==> config.mk <==
export PLATFORM = sky130hd
export DESIGN_NAME = traffic_sensor_conditioner
export DESIGN_NICKNAME = d
export VERILOG_FILES = /design/src/rtl/traffic_sensor_conditioner.sv
export SDC_FILE = /design/constraint.sdc
export NUM_CORES = 1
export LEC_CHECK = 0
export ABC_AREA = 0
export CAP_MARGIN = 10
export CORE_ASPECT_RATIO = 2
export CORE_MARGIN = 5
export CORE_UTILIZATION = 34
export CTS_CLUSTER_SIZE = 12
export DETAILED_ROUTE_END_ITERATION = 12
export GPL_TIMING_DRIVEN = 0
export PLACE_DENSITY = 0.66
export RECOVER_POWER = 100
export SLEW_MARGIN = 25
export SYNTH_ARGS = -nofsm -noshare
export SYNTH_HDL_FRONTEND = slang
export SYNTH_SLANG_ARGS = --single-unit
==> constraint.sdc <==
create_clock -name clk -period 1.9 [get_ports clk]
set_clock_uncertainty 0.05 [all_clocks]
set_input_delay 0.285 -clock clk [delete_from_list [all_inputs] [get_ports clk]]
set_output_delay 0.285 -clock clk [all_outputs]
set_load 0.01 [all_outputs]
==> src/rtl/traffic_sensor_conditioner.sv <==
// Debounced, synchronized vehicle-detector front end with per-lane arrival counters.
// Optional stuck-detector flagging is compiled in with `define SENSOR_STUCK_DET_EN.
module traffic_sensor_conditioner #(
  parameter int DEBOUNCE_CYC = 20,
  parameter int STUCK_CYC    = 600,
  parameter int CNT_W        = 8
) (
  input  logic             clk,
  input  logic             reset,
  input  logic             s1,
  input  logic             s2,
  input  logic             s3,
  input  logic             s4,
  input  logic             clr_cnt,
  output logic             t1,
  output logic             t2,
  output logic             t3,
  output logic             t4,
  output logic [3:0]       fault,
  output logic [CNT_W-1:0] cnt1,
  output logic [CNT_W-1:0] cnt2,
  output logic [CNT_W-1:0] cnt3,
  output logic [CNT_W-1:0] cnt4
);

  localparam int                DB_W     = (DEBOUNCE_CYC > 2) ? $clog2(DEBOUNCE_CYC) : 1;
  localparam logic [DB_W-1:0]   DB_LAST  = DB_W'(DEBOUNCE_CYC - 1);
  localparam logic [CNT_W-1:0]  CNT_MAX  = {CNT_W{1'b1}};

  logic [3:0]       w_raw;
  logic [3:0]       r_sync1;
  logic [3:0]       r_sq;
  logic [3:0]       r_d;
  logic [3:0]       w_d_nxt;
  logic [3:0]       w_rise;
  logic [3:0]       w_fault;
  logic [DB_W-1:0]  r_db_cnt [4];
  logic [DB_W-1:0]  w_db_nxt [4];
  logic [CNT_W-1:0] r_cnt    [4];

  assign w_raw = {s4, s3, s2, s1};

  // The counter only advances while the synchronized level disagrees with the debounced one.
  always_comb begin
    w_d_nxt = r_d;
    for (int i = 0; i < 4; i++) begin
      w_db_nxt[i] = '0;
      if (r_sq[i] != r_d[i]) begin
        if (r_db_cnt[i] == DB_LAST) begin
          w_d_nxt[i]  = r_sq[i];
          w_db_nxt[i] = '0;
        end else begin
          w_db_nxt[i] = r_db_cnt[i] + DB_W'(1);
        end
      end else begin
        w_db_nxt[i] = '0;
      end
    end
  end

  assign w_rise = w_d_nxt & ~r_d;

  // Two-flop synchronizer and debounce state.
  always_ff @(posedge clk) begin
    if (!reset) begin
      r_sync1 <= 4'b0000;
      r_sq    <= 4'b0000;
      r_d     <= 4'b0000;
      for (int i = 0; i < 4; i++) r_db_cnt[i] <= '0;
    end else begin
      r_sync1 <= w_raw;
      r_sq    <= r_sync1;
      r_d     <= w_d_nxt;
      for (int i = 0; i < 4; i++) r_db_cnt[i] <= w_db_nxt[i];
    end
  end

  // Arrival counters saturate; a clear beats a same-edge arrival.
  always_ff @(posedge clk) begin
    if (!reset) begin
      for (int i = 0; i < 4; i++) r_cnt[i] <= '0;
    end else if (clr_cnt) begin
      for (int i = 0; i < 4; i++) r_cnt[i] <= '0;
    end else begin
      for (int i = 0; i < 4; i++) begin
        if (w_rise[i] && (r_cnt[i] != CNT_MAX)) r_cnt[i] <= r_cnt[i] + CNT_W'(1);
      end
    end
  end

`ifdef SENSOR_STUCK_DET_EN
  localparam int               ST_W    = $clog2(STUCK_CYC + 1);
  localparam logic [ST_W-1:0]  ST_LAST = ST_W'(STUCK_CYC - 1);
  localparam logic [ST_W-1:0]  ST_SAT  = ST_W'(STUCK_CYC);

  logic [ST_W-1:0] r_st_cnt [4];
  logic [3:0]      r_fault;

  // Count edges since the debounced rise; the fault drops on the same edge the lane goes idle.
  always_ff @(posedge clk) begin
    if (!reset) begin
      r_fault <= 4'b0000;
      for (int i = 0; i < 4; i++) r_st_cnt[i] <= '0;
    end else begin
      for (int i = 0; i < 4; i++) begin
        if (!w_d_nxt[i]) begin
          r_st_cnt[i] <= '0;
          r_fault[i]  <= 1'b0;
        end else if (!r_d[i]) begin
          r_st_cnt[i] <= '0;
        end else begin
          if (r_st_cnt[i] != ST_SAT) r_st_cnt[i] <= r_st_cnt[i] + ST_W'(1);
          if (r_st_cnt[i] == ST_LAST) r_fault[i] <= 1'b1;
        end
      end
    end
  end

  assign w_fault = r_fault;
`else
  assign w_fault = 4'b0000;
`endif

  assign fault            = w_fault;
  assign {t4, t3, t2, t1} = r_d | w_fault;
  assign cnt1             = r_cnt[0];
  assign cnt2             = r_cnt[1];
  assign cnt3             = r_cnt[2];
  assign cnt4             = r_cnt[3];

endmodule

==> summary.txt <==
Outcome
  • Run status: finished clean

Critical path
  • Worst stage delay on the critical path: 0.45 ns
  • Critical Path AT: 2.05 ns
  • Slowest-stage cell, CP: or4_4
  • Kind of critical path: reg -> reg
  • WP data required: 2.06 ns
  • Crit. End Element: flip-flop
  • Critical path peak fanout: 6
  • Startpoint Class: flip-flop
  • Most used cell, CP: buf_6
  • Reg2Reg Setup Slack: 0.008 ns
  • Critical Path, Cell by Cell: ha_4 -> nand4bb_4 -> or4_4 -> buf_6 -> buf_6 -> buf_6 -> o211ai_1 -> a21oi_1

Die
  • Cell Rows: 47
  • Initial core utilization: 34.6%
  • DIE HEIGHT: 140 um
  • Core Region: 8230 um2
  • Die W: 74.8 um
  • Die area: 10,400 um2
  • Num ports: 47

STA
  • Fmax: 529 MHz
  • Max transition margin: 56.2%
  • # setup viols final: 0
  • Final worst path period share: 99.6%
  • Final Slew Violations: 0
  • Final WS setup: 0.00848 ns
  • Fin. Hold Viols: 0
  • Worst slew pin tran: 0.654 ns
  • Post-route minimum period: 1.89 ns
  • RSZ-0062 raised after global routing: true

Drt
  • 1st-iter DRT viols: 86
  • DR pass1 iterations: 4
  • WL/cell: 12.7 um
  • Final ANT Viol Nets: 0
  • Routed vias: 2,158
  • Final wirelength: 5680 um
  • DRC viols: 0
  • Drt via density: 4.83

Clocking
  • # hold bufs at CTS: 0
  • Worst-Skew Late Latency: 0.32 ns
  • CTS max path bufs: 2
  • Reg clk slew, reported paths: 0.05 ns
  • CTS Sinks: 64
  • CTS H-tree depth: 3
  • TritonCTS clock tree: built
  • CTS root buffer: clkbuf_16
  • Total CTS buffers: 9

Global routing
  • Total GRT Usage: 11.9%
  • First-pass GRT wire length: 9520 um
  • Global route total overflow: 0
  • Largest net degree at the start of global routing: 11
  • Initial antenna violation count: 1
  • Vias in the first global route: 2,104

Logic synthesis
  • Primary FF master, synth: dfxtp_1
  • Post-synth top cells: 49 x nor2_1, 40 x dfxtp_1, 26 x nand3_1, 24 x edfxtp_1, 22 x xor2_1
  • Avg Cell Area, Syn: 10.3 um2
  • Yosys top cell by area: dfxtp_1
  • Number of enable flip-flop cells after synthesis: 24
  • Yosys reg bits: 64
  • Mapped Cells: 276
  • Post-Syn Area: 2850 um2
  • Ys Warns: 0
  • Async SR Flop Fraction: 0%
  • Synth top area cells: dfxtp_1 28%, edfxtp_1 25%, xor2_1 6.8%
  • Sequential area share after synthesis: 53.4%
  • Share of the synthesized area in the top cell type: 28.1%
  • Synth cell types: 37
  • Count leader, synth: nor2_1

Finish
  • Final std cells w/o fill: 447
  • Finished Cell Area: 3960 um2
  • Layout area overhead: 38.9%
  • Finished Core Util: 48.1%
  • Share of cells above drive strength 1: 17.5%
  • Fill count: 771
  • Final nets: 358

Placed design
  • DP Worst Slack: -0.795 ns
  • Port bufs: 42
  • DP Area: 3450 um2
  • Final HPWL DP: 4090 um
  • Dpl cells: 419
  • Final Wtd Congestion: 0.773

Power
  • Cell leakage power: 1.41 nW
  • Cell Pwr Density: 777 nW/um2
  • Peak VDD IR: 0.418 mV
  • Pwr Total: 0.00308 W

Job
  • Max_cap viols: 0

Worst hold path
  • Worst Hold Class: in -> reg
[worst paths after layout]
check,start,end,cells after the start
max,r_db_cnt[2][0],r_cnt[2][1],8
min,clr_cnt,r_cnt[2][1],2
max reg2reg,r_db_cnt[2][0],r_cnt[2][1],8
min reg2reg,r_sync1[3],r_sq[3],1
[cells in the final DEF (no fill, tap or decap), drive strengths merged, types with 5 or more instances in the layout]
| cell type | Yosys | final |
|---|---|---|
| a21oi | 9 | 9 |
| and2 | 9 | 9 |
| and3 | 5 | 5 |
| buf | 7 | 18 |
| clkbuf | 2 | 14 |
| clkdlybuf4s50 | 0 | 40 |
| dfxtp | 40 | 40 |
| edfxtp | 24 | 24 |
| ha | 8 | 8 |
| inv | 11 | 11 |
| nand2 | 10 | 10 |
| nand3 | 26 | 26 |
| nor2 | 49 | 49 |
| nor2b | 5 | 5 |
| or4 | 8 | 8 |
| xnor2 | 12 | 12 |
| xor2 | 22 | 22 |
[flip-flops by register name (all words and copies together) (netlist names)]
register / cells
r_db_cnt: 20
r_sq: 4
r_d: 4
r_sync1: 4
r_cnt: 32
[area by class of cell]
class                      count  area [um2]  share of cell area [%]
sequential                    64        1530                    38.6
multi-input combinational    195        1420                    35.9
timing repair buffer          53         508                    12.8
clock buffer                  12         246                    6.22
tap                           98         123                    3.10
buffer                         9        67.6                    1.71
inverter                      11        41.3                    1.04
clock inverter                 4        20.0                   0.506
antenna                        1        2.50                  0.0632
[metrics by stage]
step / hold slack, ns / setup TNS, ns
floorplan: 0.304 / 0
global placement: 0.365 / -25.60
detailed placement: 0.372 / -25.58
CTS: 0.291 / -0.128
global route: 0.322 / -0.107
finish: 0.305 / 0
[timing repair]
item / in CTS / in global routing
endpoints found under the setup margin: 46 / 32
buffers inserted: 5 / 6
pin swaps: 12 / 3
gates resized for setup: 22 / 10
[worst max-delay path: cells and delay by family (launching register included)]
family | cells | cell delay [ns]
AND/OR/NAND/NOR | 2 | 0.56
AO/OA/AOI/OAI | 2 | 0.28
buffers and inverters | 3 | 0.38
flip-flops | 1 | 0.35
adder cells (fa/ha/maj) | 1 | 0.15
[per-layer routing]
metal / wire, um / track usage (%) / vias up / part of all wire, %
li1: - / - / 1093 / -
met1: 2250 / 12.7 / 1011 / 40
met2: 2960 / 19.7 / 44 / 52
met3: 326 / 4.40 / 10 / 5.7
met4: 148 / 6.47 / 0 / 2.6
met5: 0 / 0 / - / 0
[report_power, final]
group	internal, W	total (W)	switching, W
Sequential	0.00145	0.00149	0.0000313
Combinational	0.0000792	0.000148	0.0000692
Clock	0.000907	0.00144	0.000536
[cells by family after synthesis]
group / after synthesis / synth area share (%)
AO/OA/AOI/OAI: 21 / 4.78
XOR/XNOR: 34 / 10.4
buffers and inverters: 20 / 3.82
AND/OR/NAND/NOR: 127 / 23.6
adder cells (fa/ha/maj): 8 / 3.51
multiplexers: 1 / 0.351
other: 1 / 0.132
flip-flops: 64 / 53.4
Power figures use the tool's default switching activity.
